File: src/rtl/pipe_ctrl_pkg.sv
// Shared types and constants for the pipeline hazard/forwarding control slice.
package pipe_ctrl_pkg;

    // Memory-access sequencing states.
    typedef enum logic [1:0] {
        RUN  = 2'b00,
        WAIT = 2'b01,
        ERR  = 2'b10
    } state_e;

    // E-stage operand source selects.
    localparam logic [1:0] FWD_RF  = 2'b00;
    localparam logic [1:0] FWD_WB  = 2'b01;
    localparam logic [1:0] FWD_MEM = 2'b10;

    // E-stage select for one source register; the MEM result is younger so it beats WB.
    function automatic logic [1:0] fwd_e_sel(
        input logic [4:0] src,
        input logic       reg_write_m,
        input logic [4:0] write_reg_m,
        input logic       reg_write_w,
        input logic [4:0] write_reg_w
    );
        logic [1:0] sel;
        sel = FWD_RF;
        if (src != 5'd0 && reg_write_m && write_reg_m == src) begin
            sel = FWD_MEM;
        end else if (src != 5'd0 && reg_write_w && write_reg_w == src) begin
            sel = FWD_WB;
        end
        return sel;
    endfunction

endpackage

File: src/rtl/forward_unit.sv
// Combinational forwarding comparators for the E-stage ALU operands and the
// D-stage branch-compare operands.
module forward_unit
    import pipe_ctrl_pkg::*;
(
    input  logic [4:0] rs_d_i,
    input  logic [4:0] rt_d_i,
    input  logic [4:0] rs_e_i,
    input  logic [4:0] rt_e_i,
    input  logic [4:0] write_reg_m_i,
    input  logic [4:0] write_reg_w_i,
    input  logic       reg_write_m_i,
    input  logic       reg_write_w_i,
    output logic [1:0] forward_ae_o,
    output logic [1:0] forward_be_o,
    output logic       forward_ad_o,
    output logic       forward_bd_o
);

    // Operand bypass selects; register 0 is never forwarded.
    always_comb begin
        forward_ae_o = fwd_e_sel(rs_e_i, reg_write_m_i, write_reg_m_i,
                                 reg_write_w_i, write_reg_w_i);
        forward_be_o = fwd_e_sel(rt_e_i, reg_write_m_i, write_reg_m_i,
                                 reg_write_w_i, write_reg_w_i);
        forward_ad_o = (rs_d_i != 5'd0) && reg_write_m_i && (write_reg_m_i == rs_d_i);
        forward_bd_o = (rt_d_i != 5'd0) && reg_write_m_i && (write_reg_m_i == rt_d_i);
    end

endmodule

File: src/rtl/hazard_sequencer.sv
// Pipeline stall/flush/forward control with a timed data-memory wait handshake.
// Optional saturating perf counters (StallCnt/FlushCnt) under HAZARD_PERF_CNT_EN.
module hazard_sequencer
    import pipe_ctrl_pkg::*;
#(
    parameter int unsigned MEM_TIMEOUT = 16,
    parameter int unsigned CNT_W       = 32
) (
    input  logic             clk,
    input  logic             rst,
    input  logic [4:0]       RsD,
    input  logic [4:0]       RtD,
    input  logic [4:0]       RsE,
    input  logic [4:0]       RtE,
    input  logic [4:0]       WriteRegE,
    input  logic [4:0]       WriteRegM,
    input  logic [4:0]       WriteRegW,
    input  logic             RegWriteE,
    input  logic             RegWriteM,
    input  logic             RegWriteW,
    input  logic             MemtoRegE,
    input  logic             MemtoRegM,
    input  logic             BranchD,
    input  logic             PCSrcD,
    input  logic             JumpD,
    input  logic             MemReqM,
    input  logic             MemReadyM,
    output logic             StallF,
    output logic             StallD,
    output logic             StallE,
    output logic             StallM,
    output logic             FlushD,
    output logic             FlushE,
    output logic             FlushW,
    output logic [1:0]       ForwardAE,
    output logic [1:0]       ForwardBE,
    output logic             ForwardAD,
    output logic             ForwardBD,
    output logic             MemErr
`ifdef HAZARD_PERF_CNT_EN
    ,
    output logic [CNT_W-1:0] StallCnt,
    output logic [CNT_W-1:0] FlushCnt
`endif
);

    if (MEM_TIMEOUT < 2 || MEM_TIMEOUT > 255 || CNT_W == 0) begin : g_param_check
        $error("hazard_sequencer: MEM_TIMEOUT must be 2..255 and CNT_W nonzero");
    end

    localparam logic [7:0] WaitLast = 8'(MEM_TIMEOUT - 1);

    logic       lwstall, brstall, memwait;
    state_e     state_q, state_d;
    logic [7:0] wait_cnt_q, wait_cnt_d;
    logic       mem_err_q, mem_err_d;
    logic       stall_f, stall_d, stall_e, stall_m;
    logic       flush_d, flush_e, flush_w;
    logic [1:0] fwd_ae, fwd_be;
    logic       fwd_ad, fwd_bd;

    assign memwait = MemReqM & ~MemReadyM;
    assign lwstall = MemtoRegE & ((RtE == RsD) | (RtE == RtD));
    assign brstall = BranchD & ((RegWriteE & ((WriteRegE == RsD) | (WriteRegE == RtD))) |
                                (MemtoRegM & ((WriteRegM == RsD) | (WriteRegM == RtD))));

    forward_unit u_forward_unit (
        .rs_d_i        (RsD),
        .rt_d_i        (RtD),
        .rs_e_i        (RsE),
        .rt_e_i        (RtE),
        .write_reg_m_i (WriteRegM),
        .write_reg_w_i (WriteRegW),
        .reg_write_m_i (RegWriteM),
        .reg_write_w_i (RegWriteW),
        .forward_ae_o  (fwd_ae),
        .forward_be_o  (fwd_be),
        .forward_ad_o  (fwd_ad),
        .forward_bd_o  (fwd_bd)
    );

    // Wait sequencing: count stalled WAIT cycles and trip to ERR before the counter can wrap.
    always_comb begin
        state_d    = state_q;
        wait_cnt_d = wait_cnt_q;
        unique case (state_q)
            RUN: begin
                wait_cnt_d = '0;
                if (memwait) state_d = WAIT;
            end
            WAIT: begin
                if (MemReadyM) begin
                    state_d    = RUN;
                    wait_cnt_d = '0;
                end else if (memwait) begin
                    if (wait_cnt_q == WaitLast) state_d = ERR;
                    else                        wait_cnt_d = wait_cnt_q + 8'd1;
                end
            end
            ERR: ;
            default: begin
                state_d    = RUN;
                wait_cnt_d = '0;
            end
        endcase
        mem_err_d = mem_err_q | (state_d == ERR);
    end

    // State, wait counter and sticky error register.
    always_ff @(posedge clk or negedge rst) begin
        if (!rst) begin
            state_q    <= RUN;
            wait_cnt_q <= '0;
            mem_err_q  <= 1'b0;
        end else begin
            state_q    <= state_d;
            wait_cnt_q <= wait_cnt_d;
            mem_err_q  <= mem_err_d;
        end
    end

    // Stall/flush priority: error or memory wait freezes everything, then load/branch stalls,
    // then control-transfer flush. A taken branch is held off while any stall is active.
    always_comb begin
        stall_f = 1'b0;
        stall_d = 1'b0;
        stall_e = 1'b0;
        stall_m = 1'b0;
        flush_d = 1'b0;
        flush_e = 1'b0;
        flush_w = 1'b0;
        if (state_q == ERR || memwait) begin
            stall_f = 1'b1;
            stall_d = 1'b1;
            stall_e = 1'b1;
            stall_m = 1'b1;
            flush_w = 1'b1;
        end else if (lwstall || brstall) begin
            stall_f = 1'b1;
            stall_d = 1'b1;
            flush_e = 1'b1;
        end else if (PCSrcD || JumpD) begin
            flush_d = 1'b1;
        end
    end

    // Every control output is held quiet while reset is asserted.
    assign StallF    = rst & stall_f;
    assign StallD    = rst & stall_d;
    assign StallE    = rst & stall_e;
    assign StallM    = rst & stall_m;
    assign FlushD    = rst & flush_d;
    assign FlushE    = rst & flush_e;
    assign FlushW    = rst & flush_w;
    assign ForwardAE = rst ? fwd_ae : FWD_RF;
    assign ForwardBE = rst ? fwd_be : FWD_RF;
    assign ForwardAD = rst & fwd_ad;
    assign ForwardBD = rst & fwd_bd;
    assign MemErr    = mem_err_q;

`ifdef HAZARD_PERF_CNT_EN
    logic [CNT_W-1:0] stall_cnt_q, flush_cnt_q;

    // Saturating event counters; ungated terms are fine since reset clears the counters.
    always_ff @(posedge clk or negedge rst) begin
        if (!rst) begin
            stall_cnt_q <= '0;
            flush_cnt_q <= '0;
        end else begin
            if (stall_f && stall_cnt_q != '1) stall_cnt_q <= stall_cnt_q + CNT_W'(1);
            if ((flush_d || flush_e) && flush_cnt_q != '1) begin
                flush_cnt_q <= flush_cnt_q + CNT_W'(1);
            end
        end
    end

    assign StallCnt = stall_cnt_q;
    assign FlushCnt = flush_cnt_q;
`else
    // Perf counters not built.
`endif

endmodule

File: config.mk
export PLATFORM = sky130hd
export DESIGN_NAME = hazard_sequencer
export DESIGN_NICKNAME = d
export VERILOG_FILES = /design/src/rtl/pipe_ctrl_pkg.sv /design/src/rtl/forward_unit.sv /design/src/rtl/hazard_sequencer.sv
export SDC_FILE = /design/constraint.sdc
export NUM_CORES = 1
export LEC_CHECK = 0
export ABC_AREA = 0
export CELL_PAD_IN_SITES_DETAIL_PLACEMENT = 0
export CELL_PAD_IN_SITES_GLOBAL_PLACEMENT = 1
export CORE_MARGIN = 3
export CORE_UTILIZATION = 31
export DETAILED_ROUTE_END_ITERATION = 16
export PLACE_DENSITY_LB_ADDON = 0.1
export SYNTH_ARGS = -nofsm -noshare
export SYNTH_HDL_FRONTEND = slang
export SYNTH_SLANG_ARGS = --single-unit
File: constraint.sdc
create_clock -name clk -period 5.85 [get_ports clk]
set_clock_uncertainty 0.05 [all_clocks]
set_input_delay 0.585 -clock clk [delete_from_list [all_inputs] [get_ports clk]]
set_output_delay 0.585 -clock clk [all_outputs]
set_load 0.01 [all_outputs]
* Yosys cells after proc, flatten, opt, wreduce, memory -nomap -nowiden
Index checks and enable logic that the tools add are counted. W data, S select, Z words.
Storage, ports and cells: register bits 11, input bits 47, output and inout bits 14, logic and storage cells 81
Cells by class: $add $sub $neg 1, equal/unequal tests 16, multiplexer cells 22, bitwise operators 18, reductions and logical operators 21
Operators by type and width (number):
- $eq A5 B5 Y1 | 10
- $mux W8 | 3
- $reduce_bool A5 Y1 | 4
- $mux W2 | 8
- $pmux W8 S2 | 1
- $logic_and A1 B1 Y1 | 12
- $and A1 B1 Y1 | 11
- $mux W1 | 9
- $add A8 B1 Y8 const B | 1
- $eq A8 B4 Y1 const B | 1
- $ne A3 B3 Y1 const B | 2
- $pmux W2 S3 | 1
- $or A1 B1 Y1 | 5
- $eq A2 B2 Y1 const B | 2
- $logic_or A1 B1 Y1 | 3
- $reduce_and A3 Y1 | 1
- $eq A2 B1 Y1 const B | 1
- $logic_not A2 Y1 | 1
- $not A1 Y1 | 2

* Logic depth before layout (Yosys ltp)
Gate-level depths: netlist (run 1).
word-level depth 9, mapped depth 7, depth with buffers taken out 6

* Cells and area by module
Synthesis (run 1) repeated with hierarchy kept, for this count alone.
Second synthesis, totals: cell total of the unflattened synthesis 179, area total of the unflattened synthesis 1492.7 um^2
By module, submodules not included:
- hazard_sequencer | times used 1, cells an instance 122, area an instance 1027.2 um^2, seq. area each 275.3 um^2
- forward_unit | times used 1, cells an instance 57, area an instance 465.4 um^2, seq. area each 0.0 um^2

* Worst setup path before layout (run 1)
OpenSTA, ideal clock, no wires.
path type in2out, start point in RtE[0], end point out ForwardBE[0], arrival 1888 ps, required time 5215 ps, slack 3327 ps, stages 5, path buffers 1, cell sequence clkbuf_1 or4_1 nor2_1 nor4_1 nor4_1
On the way: word-level cells in the longest chain between the ends 6
RTL lines:
- from (decl) | line hazard_sequencer.sv:14 | input logic [4:0] RtE,
- $reduce_bool A5 Y1 | line pipe_ctrl_pkg.sv:26, pipe_ctrl_pkg.sv:28
- $logic_and A1 B1 Y1 (2 in a row) | line pipe_ctrl_pkg.sv:28 | end else if (src != 5'd0 && reg_write_w && write_reg_w == src) begin
- $mux W1 | line pipe_ctrl_pkg.sv:28
- $mux W2 (*) | line pipe_ctrl_pkg.sv:26 | if (src != 5'd0 && reg_write_m && write_reg_m == src) begin
- $mux W2 (*) | line hazard_sequencer.sv:156 | assign ForwardBE = rst ? fwd_be : FWD_RF;
- to (decl) | line hazard_sequencer.sv:36 | output logic [1:0] ForwardBE,
Every way passes the cells marked *; elsewhere a longest branch is shown, timed or not.

* Final worst setup path (run 1)
start point in WriteRegM[2], end point out FlushD
On the way: word-level cells in the longest chain between the ends 9
RTL lines:
- from (decl) | line hazard_sequencer.sv:16 | input logic [4:0] WriteRegM,
- $eq A5 B5 Y1 | line hazard_sequencer.sv:65 | (MemtoRegM & ((WriteRegM == RsD) | (WriteRegM == RtD))));
- $or A1 B1 Y1 (*) | line hazard_sequencer.sv:65
- $and A1 B1 Y1 (*) | line hazard_sequencer.sv:65
- $or A1 B1 Y1 (*) | line hazard_sequencer.sv:64 | assign brstall = BranchD & ((RegWriteE & ((WriteRegE == RsD) | (WriteRegE == RtD))) |
- $and A1 B1 Y1 (*) | line hazard_sequencer.sv:64
- $logic_or A1 B1 Y1 (*) | line hazard_sequencer.sv:138 | end else if (lwstall || brstall) begin
- $mux W1 (*) | line hazard_sequencer.sv:138
- $mux W1 (*) | line hazard_sequencer.sv:132 | if (state_q == ERR || memwait) begin
- $and A1 B1 Y1 (*) | line hazard_sequencer.sv:152 | assign FlushD = rst & flush_d;
- to (decl) | line hazard_sequencer.sv:32 | output logic FlushD,
Marked as above.

==> impl_metrics.py, run 1 <==
metrics = {
    "run_status": {
        "outcome": "finished, final reports clean",
    },
    "setup_path": {
        "critPathLaunchType": "primary input",
        "crit_fanout": 4,
        "crit_family": "buffers and inverters",
        "crit_arrival_ps": 2840,
        "crit_top_cell": "clkdlybuf4s50_1",
        "worstSetupPathType": "in2out",
        "rr_worst_depth": 4,
        "crit_buf_inv": 2,
        "cp.depth": 7,
        "critPathSlowestCell": "clkdlybuf4s50_1",
        "cpPeakStageDelay_ps": 610,
        "worstPathRequired_ps": 5220,
        "cp_cell_sequence": "clkdlybuf4s50_1 > xor2_1 > nor2_1 > a32o_1 > o31ai_1 > and3_1 > clkdlybuf4s50_1",
        "endpoint_kind": "output pin",
    },
    "power_and_ir_drop": {
        "p_leak_nw": 0.707,
        "ir_worst_vdd_v": 0.000115,
        "power_density_nw_per_um2": 129,
    },
    "floorplanning": {
        "die_x_um": 70.8,
        "start_util": 0.337,
        "die_h_um": 70.8,
        "fp-row-count": 22,
        "dieArea_sq_um": 5010,
        "io_pins": 61,
        "core-area_sq_um": 3850,
    },
    "logic_synthesis": {
        "synth-edff-count": 0,
        "synth_area_per_cell_sq_um": 8.23,
        "synth_area_sq_um": 1300,
        "netlist_instances": 158,
        "async_reset_ff_frac": 1.00,
        "synth_seq_cells": 11,
        "ys_warn_count": 0,
        "synth_cell_types": 35,
        "seq_area_frac_synth": 0.212,
        "synth_nets": 206,
        "synth_ff_type": "dfrtp_1",
    },
    "sta": {
        "maxSlewViolCount": 0,
        "max_freq_mhz": 288,
        "worst_slew_pin_slew_ps": 731,
        "relSlewSlack": 0.511,
        "finalCritPeriodShare": 0.594,
        "fin_crit_ps": 3480,
        "tns_ps": 0,
        "rsz0062_at_grt": "false",
        "setup_slack_ps": 2370,
        "final_hold_viol_count": 0,
        "setup_violations": 0,
    },
    "clocking": {
        "numCtsBuffers": 3,
        "cts.root.buffer_cell": "clkbuf_8",
        "post_cts_buffers": 0,
        "clk_path_buf_depth": 2,
        "clk_pin_slew_ps": 50,
        "htreeDepth": 1,
        "clk_latency_ps": 240,
        "cts.sink_count": 11,
        "cts_resized": 0,
        "hold_buffers": 0,
        "cts_tree": "done",
    },
    "hold_path": {
        "hp-class": "reg2reg",
        "hold_depth": 1,
    },
    "global_route": {
        "grt_max_degree": 19,
        "grt_pass1_wl_um": 6460,
        "grt_overflow_total": 0,
        "antenna_found_initial": 0,
        "grt_pass1_vias": 1293,
        "grtUsageTotal": 0.158,
    },
    "cells_and_area": {
        "nets": 263,
        "area_growth_pct": 51.1,
        "drive_above_1_share": 0.0327,
        "antenna_cells": 0,
        "utilization": 0.510,
    },
    "placement": {
        "port_buffers": 60,
        "pre_cts_ws_ps": 2380,
        "place.gp.congestion": 0.794,
        "hpwl_um": 3150,
    },
    "detailed_routing": {
        "firstDrtPassIters": 3,
        "ant_nets": 0,
        "drt_iter0_drc": 32,
        "wire_per_inst_um": 14.6,
        "drcViolationCount": 0,
        "viasPerCell": 5.06,
        "wirelength_um": 3830,
        "dr_total_vias": 1326,
    },
    "job": {
        "cap_violations": 0,
    },
}
sequential cells by signal (all words and copies together) (netlist names):
register,cells
state_q,2
wait_cnt_q,8
MemErr,1
stage by stage:
stage	std cells	area [sq um]	total power [mW]	hold slack [ps]
after global placement	258	1920	0.177	404
after detailed placement	258	1920	0.179	412
final	262	1960	0.253	437
after global routing	262	1960	0.270	468
after floorplan	158	1300	0.124	239
after CTS	262	1960	0.257	436
layout make-up:
class                      count  area, sq um
multi-input combinational    135          968
tap                           48         60.1
fill                         379         1890
inverter                       4         15.0
timing repair buffer          60          601
clock buffer                   4         45.0
sequential                    11          275
cells in the mapped netlist, drive strengths merged, types with 4 or more instances:
cell type  count  area share
xnor2         28        0.19
xor2          25        0.17
nor2          13       0.038
dfrtp         11        0.21
nand3          8       0.031
nor3           8       0.031
nor4           7       0.034
clkbuf         5       0.014
or4            5       0.032
a21oi          4       0.015
inv            4       0.012
nand2          4       0.012
o21ai          4       0.015
cell usage in the layout (no fill, tap or decap), drive strengths merged:
cell type,count
o221ai,1
nor3,8
a221oi,1
and3,1
a21oi,4
a22o,2
o31ai,1
nor3b,2
a31oi,1
nor2,13
nand2,4
nor4,7
o21ai,4
or4,5
ha,1
nand3,8
nand4,3
and2,3
inv,4
a41oi,1
xor2,25
or2,1
nand2b,2
clkbuf,4
xnor2,28
dfrtp,11
o211ai,1
o2111ai,2
or3,2
mux2,1
a32o,1
a31o,1
nor2b,1
clkdlybuf4s50,60
power breakdown:
group	internal [mW]	switching, mW
registers	0.0771	0.000849
logic	0.0559	0.0437
clock network	0.0478	0.0280
routing by layer:
| metal | vias to the layer above | wire length [um] | part of all wire | track usage |
|---|---|---|---|---|
| met1 | 610 | 1780 | 0.46 | 0.218 |
| li1 | 672 | - | - | - |
| met4 | 0 | 15 | 0.0039 | 0.0334 |
| met5 | - | 0 | 0 | 0 |
| met2 | 42 | 1810 | 0.47 | 0.251 |
| met3 | 2 | 230 | 0.060 | 0.0384 |
cell families after synthesis:
kind of cell | share of synthesized area
flip-flops | 0.212
XOR/XNOR | 0.357
multiplexers | 0.00866
adder cells (fa/ha/maj) | 0.00962
AO/OA/AOI/OAI | 0.119
buffers and inverters | 0.0433
AND/OR/NAND/NOR | 0.250
worst paths after layout:
check | from | end | slack, ps
min in group asynchronous | rst | wait_cnt_q[1] | 740
max in group asynchronous | rst | wait_cnt_q[2] | 4560
min | MemErr | MemErr | 440
max reg2reg | wait_cnt_q[4] | wait_cnt_q[1] | 3830
min reg2reg | MemErr | MemErr | 440
max | WriteRegM[2] | FlushD | 2370
Note: power is estimated with default switching activity, not from simulation.
==> run 2: changes to the inputs <==
--- a/config.mk
+++ b/config.mk
@@ -9,7 +9,7 @@
 export CELL_PAD_IN_SITES_DETAIL_PLACEMENT = 0
 export CELL_PAD_IN_SITES_GLOBAL_PLACEMENT = 1
 export CORE_MARGIN = 3
-export CORE_UTILIZATION = 31
+export CORE_UTILIZATION = 29
 export DETAILED_ROUTE_END_ITERATION = 16
 export PLACE_DENSITY_LB_ADDON = 0.1
 export SYNTH_ARGS = -nofsm -noshare
==> constraint.sdc (replaced) <==
create_clock -name clk -period 3.45 [get_ports clk]
set_clock_uncertainty 0.05 [all_clocks]
set_input_delay 0.345 -clock clk [delete_from_list [all_inputs] [get_ports clk]]
set_output_delay 0.345 -clock clk [all_outputs]
set_load 0.01 [all_outputs]
==> run 2 against run 1 <==
  * Critical path depth unchanged
  * Via count grew 0.38%
  * Non-clock buffer count rose by 1
  * Register-to-register slack worse by 2400 ps
  * Critical endpoint unchanged
  * Largest cell class unchanged
  * Largest power group unchanged
==> impl_metrics.py, run 2 (same netlist as run 1, synthesis figures left out) <==
metrics = {
    "clocking": {
        "clk_pin_slew_ps": 50,
        "cts.root.buffer_cell": "clkbuf_8",
        "clk_path_buf_depth": 2,
        "cts_resized": 0,
        "htreeDepth": 1,
        "post_cts_buffers": 0,
        "hold_buffers": 0,
        "clk_latency_ps": 240,
        "cts_tree": "done",
        "cts.sink_count": 11,
        "numCtsBuffers": 3,
    },
    "detailed_routing": {
        "drcViolationCount": 0,
        "wirelength_um": 3840,
        "viasPerCell": 5.02,
        "firstDrtPassIters": 4,
        "ant_nets": 0,
        "dr_total_vias": 1331,
        "wire_per_inst_um": 14.5,
        "drt_iter0_drc": 28,
    },
    "setup_path": {
        "crit_arrival_ps": 2620,
        "endpoint_kind": "output pin",
        "crit_fanout": 4,
        "worstPathRequired_ps": 3050,
        "worstSetupPathType": "in2out",
        "critPathLaunchType": "primary input",
        "ff2ff_setup_slack_ps": 1440,
    },
    "placement": {
        "place_inst": 261,
        "post_dp_cell_area_sq_um": 1930,
        "place.gp.congestion": 0.840,
        "port_buffers": 60,
        "hpwl_um": 3120,
    },
    "hold_path": {
        "hp-class": "in2async",
    },
    "global_route": {
        "antenna_found_initial": 0,
        "grt_pass1_vias": 1413,
        "grtUsageTotal": 0.152,
        "grt_overflow_total": 0,
        "grt_max_degree": 18,
        "grt_pass1_wl_um": 6350,
    },
    "run_status": {
        "outcome": "finished, final reports clean",
    },
    "cells_and_area": {
        "layout.cells.most_common": "clkdlybuf4s50_1",
        "largest_reg_flops": 8,
        "drive_above_1_share": 0.0419,
        "area_growth_pct": 52.0,
        "final_cell_mix": "60 x clkdlybuf4s50_1, 28 x xnor2_1, 25 x xor2_1, 13 x nor2_1, 11 x dfrtp_1",
        "nets": 264,
        "nFillCells": 395,
        "regMostFlops": "wait_cnt_q",
        "antenna_cells": 0,
        "finalNonFillerCells": 265,
        "fin_area_sq_um": 1980,
    },
    "power_and_ir_drop": {
        "p_sw_frac": 0.294,
        "combPwrFrac": 0.392,
        "switchingPower_mw": 0.127,
        "power_density_nw_per_um2": 219,
        "p_int_mw": 0.306,
        "ir_worst_vdd_v": 0.000206,
        "total_power_mw": 0.433,
        "p_leak_nw": 0.714,
        "seqPwrFrac": 0.306,
        "p_clk_frac": 0.303,
    },
    "floorplanning": {
        "dieArea_sq_um": 5320,
        "die_x_um": 73.0,
        "core-area_sq_um": 4170,
        "fp-row-count": 23,
        "start_util": 0.312,
        "io_pins": 61,
        "die_h_um": 73.0,
    },
    "sta": {
        "finalCritPeriodShare": 0.873,
        "relSlewSlack": 0.690,
        "setup_violations": 0,
        "fin_crit_ps": 3010,
        "hold_slack_ps": 406,
        "final_hold_viol_count": 0,
        "tns_ps": 0,
        "maxSlewViolCount": 0,
        "max_freq_mhz": 332,
        "worst_slew_pin_slew_ps": 464,
        "rsz0062_at_grt": "false",
    },
    "job": {
        "cap_violations": 0,
    },
}
==> run 2: metal layers <==
layer  GRT usage  part of all wire
met5           0                 0
met4      0.0553             0.018
met3      0.0220             0.049
met2       0.273              0.51
met1       0.182              0.42
==> run 2: through the flow <==
step | setup slack, ps | util
2_1_floorplan | 1410 | -
3_3_place_gp | 439 | 0.462
3_5_place_dp | 405 | 0.462
4_1_cts | 404 | 0.473
5_1_grt | 254 | 0.473
6_report | 437 | 0.473
==> run 2: path summary, 6_finish.rpt <==
path	start	end	cells past startpoint
hold / removal	rst	wait_cnt_q[4]	2
max in group asynchronous	rst	state_q[1]	2
setup / recovery	RsD[0]	FlushD	7
setup reg to reg	wait_cnt_q[4]	wait_cnt_q[1]	4
min in group clk	MemErr	MemErr	1
hold reg to reg	MemErr	MemErr	1
==> run 2: power groups by stage <==
stage	Clock (mW)	Combinational, mW	Sequential, mW
5_1_grt	0.147	0.184	0.132
3_3_place_gp	0	0.169	0.134
3_5_place_dp	0	0.170	0.134
2_1_floorplan	0	0.0762	0.134
4_1_cts	0.137	0.171	0.132
6_report	0.131	0.169	0.132
==> run 2: area by class of cell <==
cell class / instances / area (sq um) / share of cell area
multi-input combinational: 135 / 968 / 0.490
timing repair buffer: 61 / 608 / 0.308
sequential: 11 / 275 / 0.139
tap: 50 / 62.6 / 0.0317
clock buffer: 3 / 41.3 / 0.0209
inverter: 4 / 15.0 / 0.00760
clock inverter: 1 / 5.00 / 0.00253
==> run 2: worst max-delay path, stage by stage <==
cell	delay (ps)
clkdlybuf4s50_1	610
xor2_1	220
nor2_1	60
a32o_1	260
o31ai_1	380
and3_1	220
clkdlybuf4s50_1	530
==> RTL change, RTL diff (flow settings as in run 2) <==
Add a define of `HAZARD_PERF_CNT_EN`.
--- a/src/rtl/hazard_sequencer.sv
+++ b/src/rtl/hazard_sequencer.sv
@@ -1,5 +1,7 @@
 // Pipeline stall/flush/forward control with a timed data-memory wait handshake.
 // Optional saturating perf counters (StallCnt/FlushCnt) under HAZARD_PERF_CNT_EN.
+`define HAZARD_PERF_CNT_EN
+
 module hazard_sequencer
     import pipe_ctrl_pkg::*;
 #(
Function (old outputs only; new: FlushCnt and StallCnt): kept (equiv_simple and equiv_induct, registers matched by name and starting in step).
==> RTL change against run 2 <==
Die area rose to 3.1 times the old value; final area rose to 3.1 times the old value; first-iteration DRC count grew to 6.0 times the old value; sequential cell count rose by 64; worst setup slack lost 120 ps; total power rose to 6.0 times the old value; synthesized area rose to 3.4 times the old value; wire length rose to 3.0 times the old value; clock power rose to 7.2 times the old value; non-clock buffer count rose by 70; critical path type unchanged; highest routed layer unchanged.
==> RTL change: results <==
export IMPL_signal_buffers=131
export IMPL_synth_mux_area_share_pct=0.775
export IMPL_cts_made_buffers=9
export IMPL_pre_cts_ws_ps=297
export IMPL_seq_cell_share_pct=30.9
export IMPL_outcome="finished clean"
export IMPL_netlist_top_cells_count="xnor2_1 (94), dfrtp_1 (75), nand4_1 (36)"
export IMPL_seq_cell_power_uw=1050
export IMPL_clock_power_share_pct=36.4
export IMPL_synth_compound_area_share_pct=5.17
export IMPL_multi_input_cells=331
export IMPL_rows=44
export IMPL_vdd_drop_max_uv=507
export IMPL_wl_met2_um=5310
export IMPL_yosys_top_cells_area="dfrtp_1 (43%), xnor2_1 (19%), nand4_1 (5.2%), xor2_1 (4.0%), nand3_1 (3.3%)"
export IMPL_cts_max_level=3
export IMPL_wl_met3_um=579
export IMPL_nNetsFinal=606
export IMPL_buffer_area_share_pct=21.5
export IMPL_switchingPower_uw=763
export IMPL_multi_input_area_share_pct=38.5
export IMPL_reg2reg_setup_slack_ps=1010
export IMPL_met3_usage_pct=4.03
export IMPL_wl_met1_um=5590
export IMPL_nonClockInverterCount=8
export IMPL_synth_nets=481
export IMPL_met2_usage_pct=22.3
export IMPL_io_buffers=124
export IMPL_worst_path_max_fanout=5
export IMPL_grt_pass1_wl_um=19200
export IMPL_holdWs_ps=378
export IMPL_clk_share_pct=4.86
export IMPL_syn_inst=431
export IMPL_ys_seq_elements=75
export IMPL_grt_use_met1_pct=20.1
export IMPL_final_cells=745
export IMPL_ys_types=48
export IMPL_fillers=1423
export IMPL_fin_ws_ps=316
export IMPL_drive_gt1_share_pct=6.42
[RTL change: worst max-delay path by stage]
stage,startpoint,end
detailed placement,WriteRegM[2],FlushE
finish,WriteRegM[2],FlushE
global route,WriteRegM[0],FlushE
floorplan,FlushCnt[0]$_DFFE_PN0P_,FlushCnt[16]$_DFFE_PN0P_
global placement,WriteRegM[2],FlushE
CTS,RtE[2],StallD
[RTL change: kinds of logic (layout without fill, tap and decap cells)]
family                   after synthesis  after routing
multiplexers                           3              3
XOR/XNOR                             114            114
buffers and inverters                 25            155
adder cells (fa/ha/maj)                3              3
AND/OR/NAND/NOR                      185            185
flip-flops                            75             75
AO/OA/AOI/OAI                         26             26
[RTL change: worst max-delay path, delay by kind of cell]
| family | cells | cell delay, ps |
|---|---|---|
| simple gates | 4 | 740 |
| buf+inv | 2 | 1160 |
| compound gates | 1 | 320 |
| xor+xnor | 1 | 190 |
[RTL change: timing repair]
item | 4_1_cts | 5_1_grt
gates resized for setup | 0 | 0
endpoints found under the hold margin | 13 | 0
hold buffers | 1 | 0
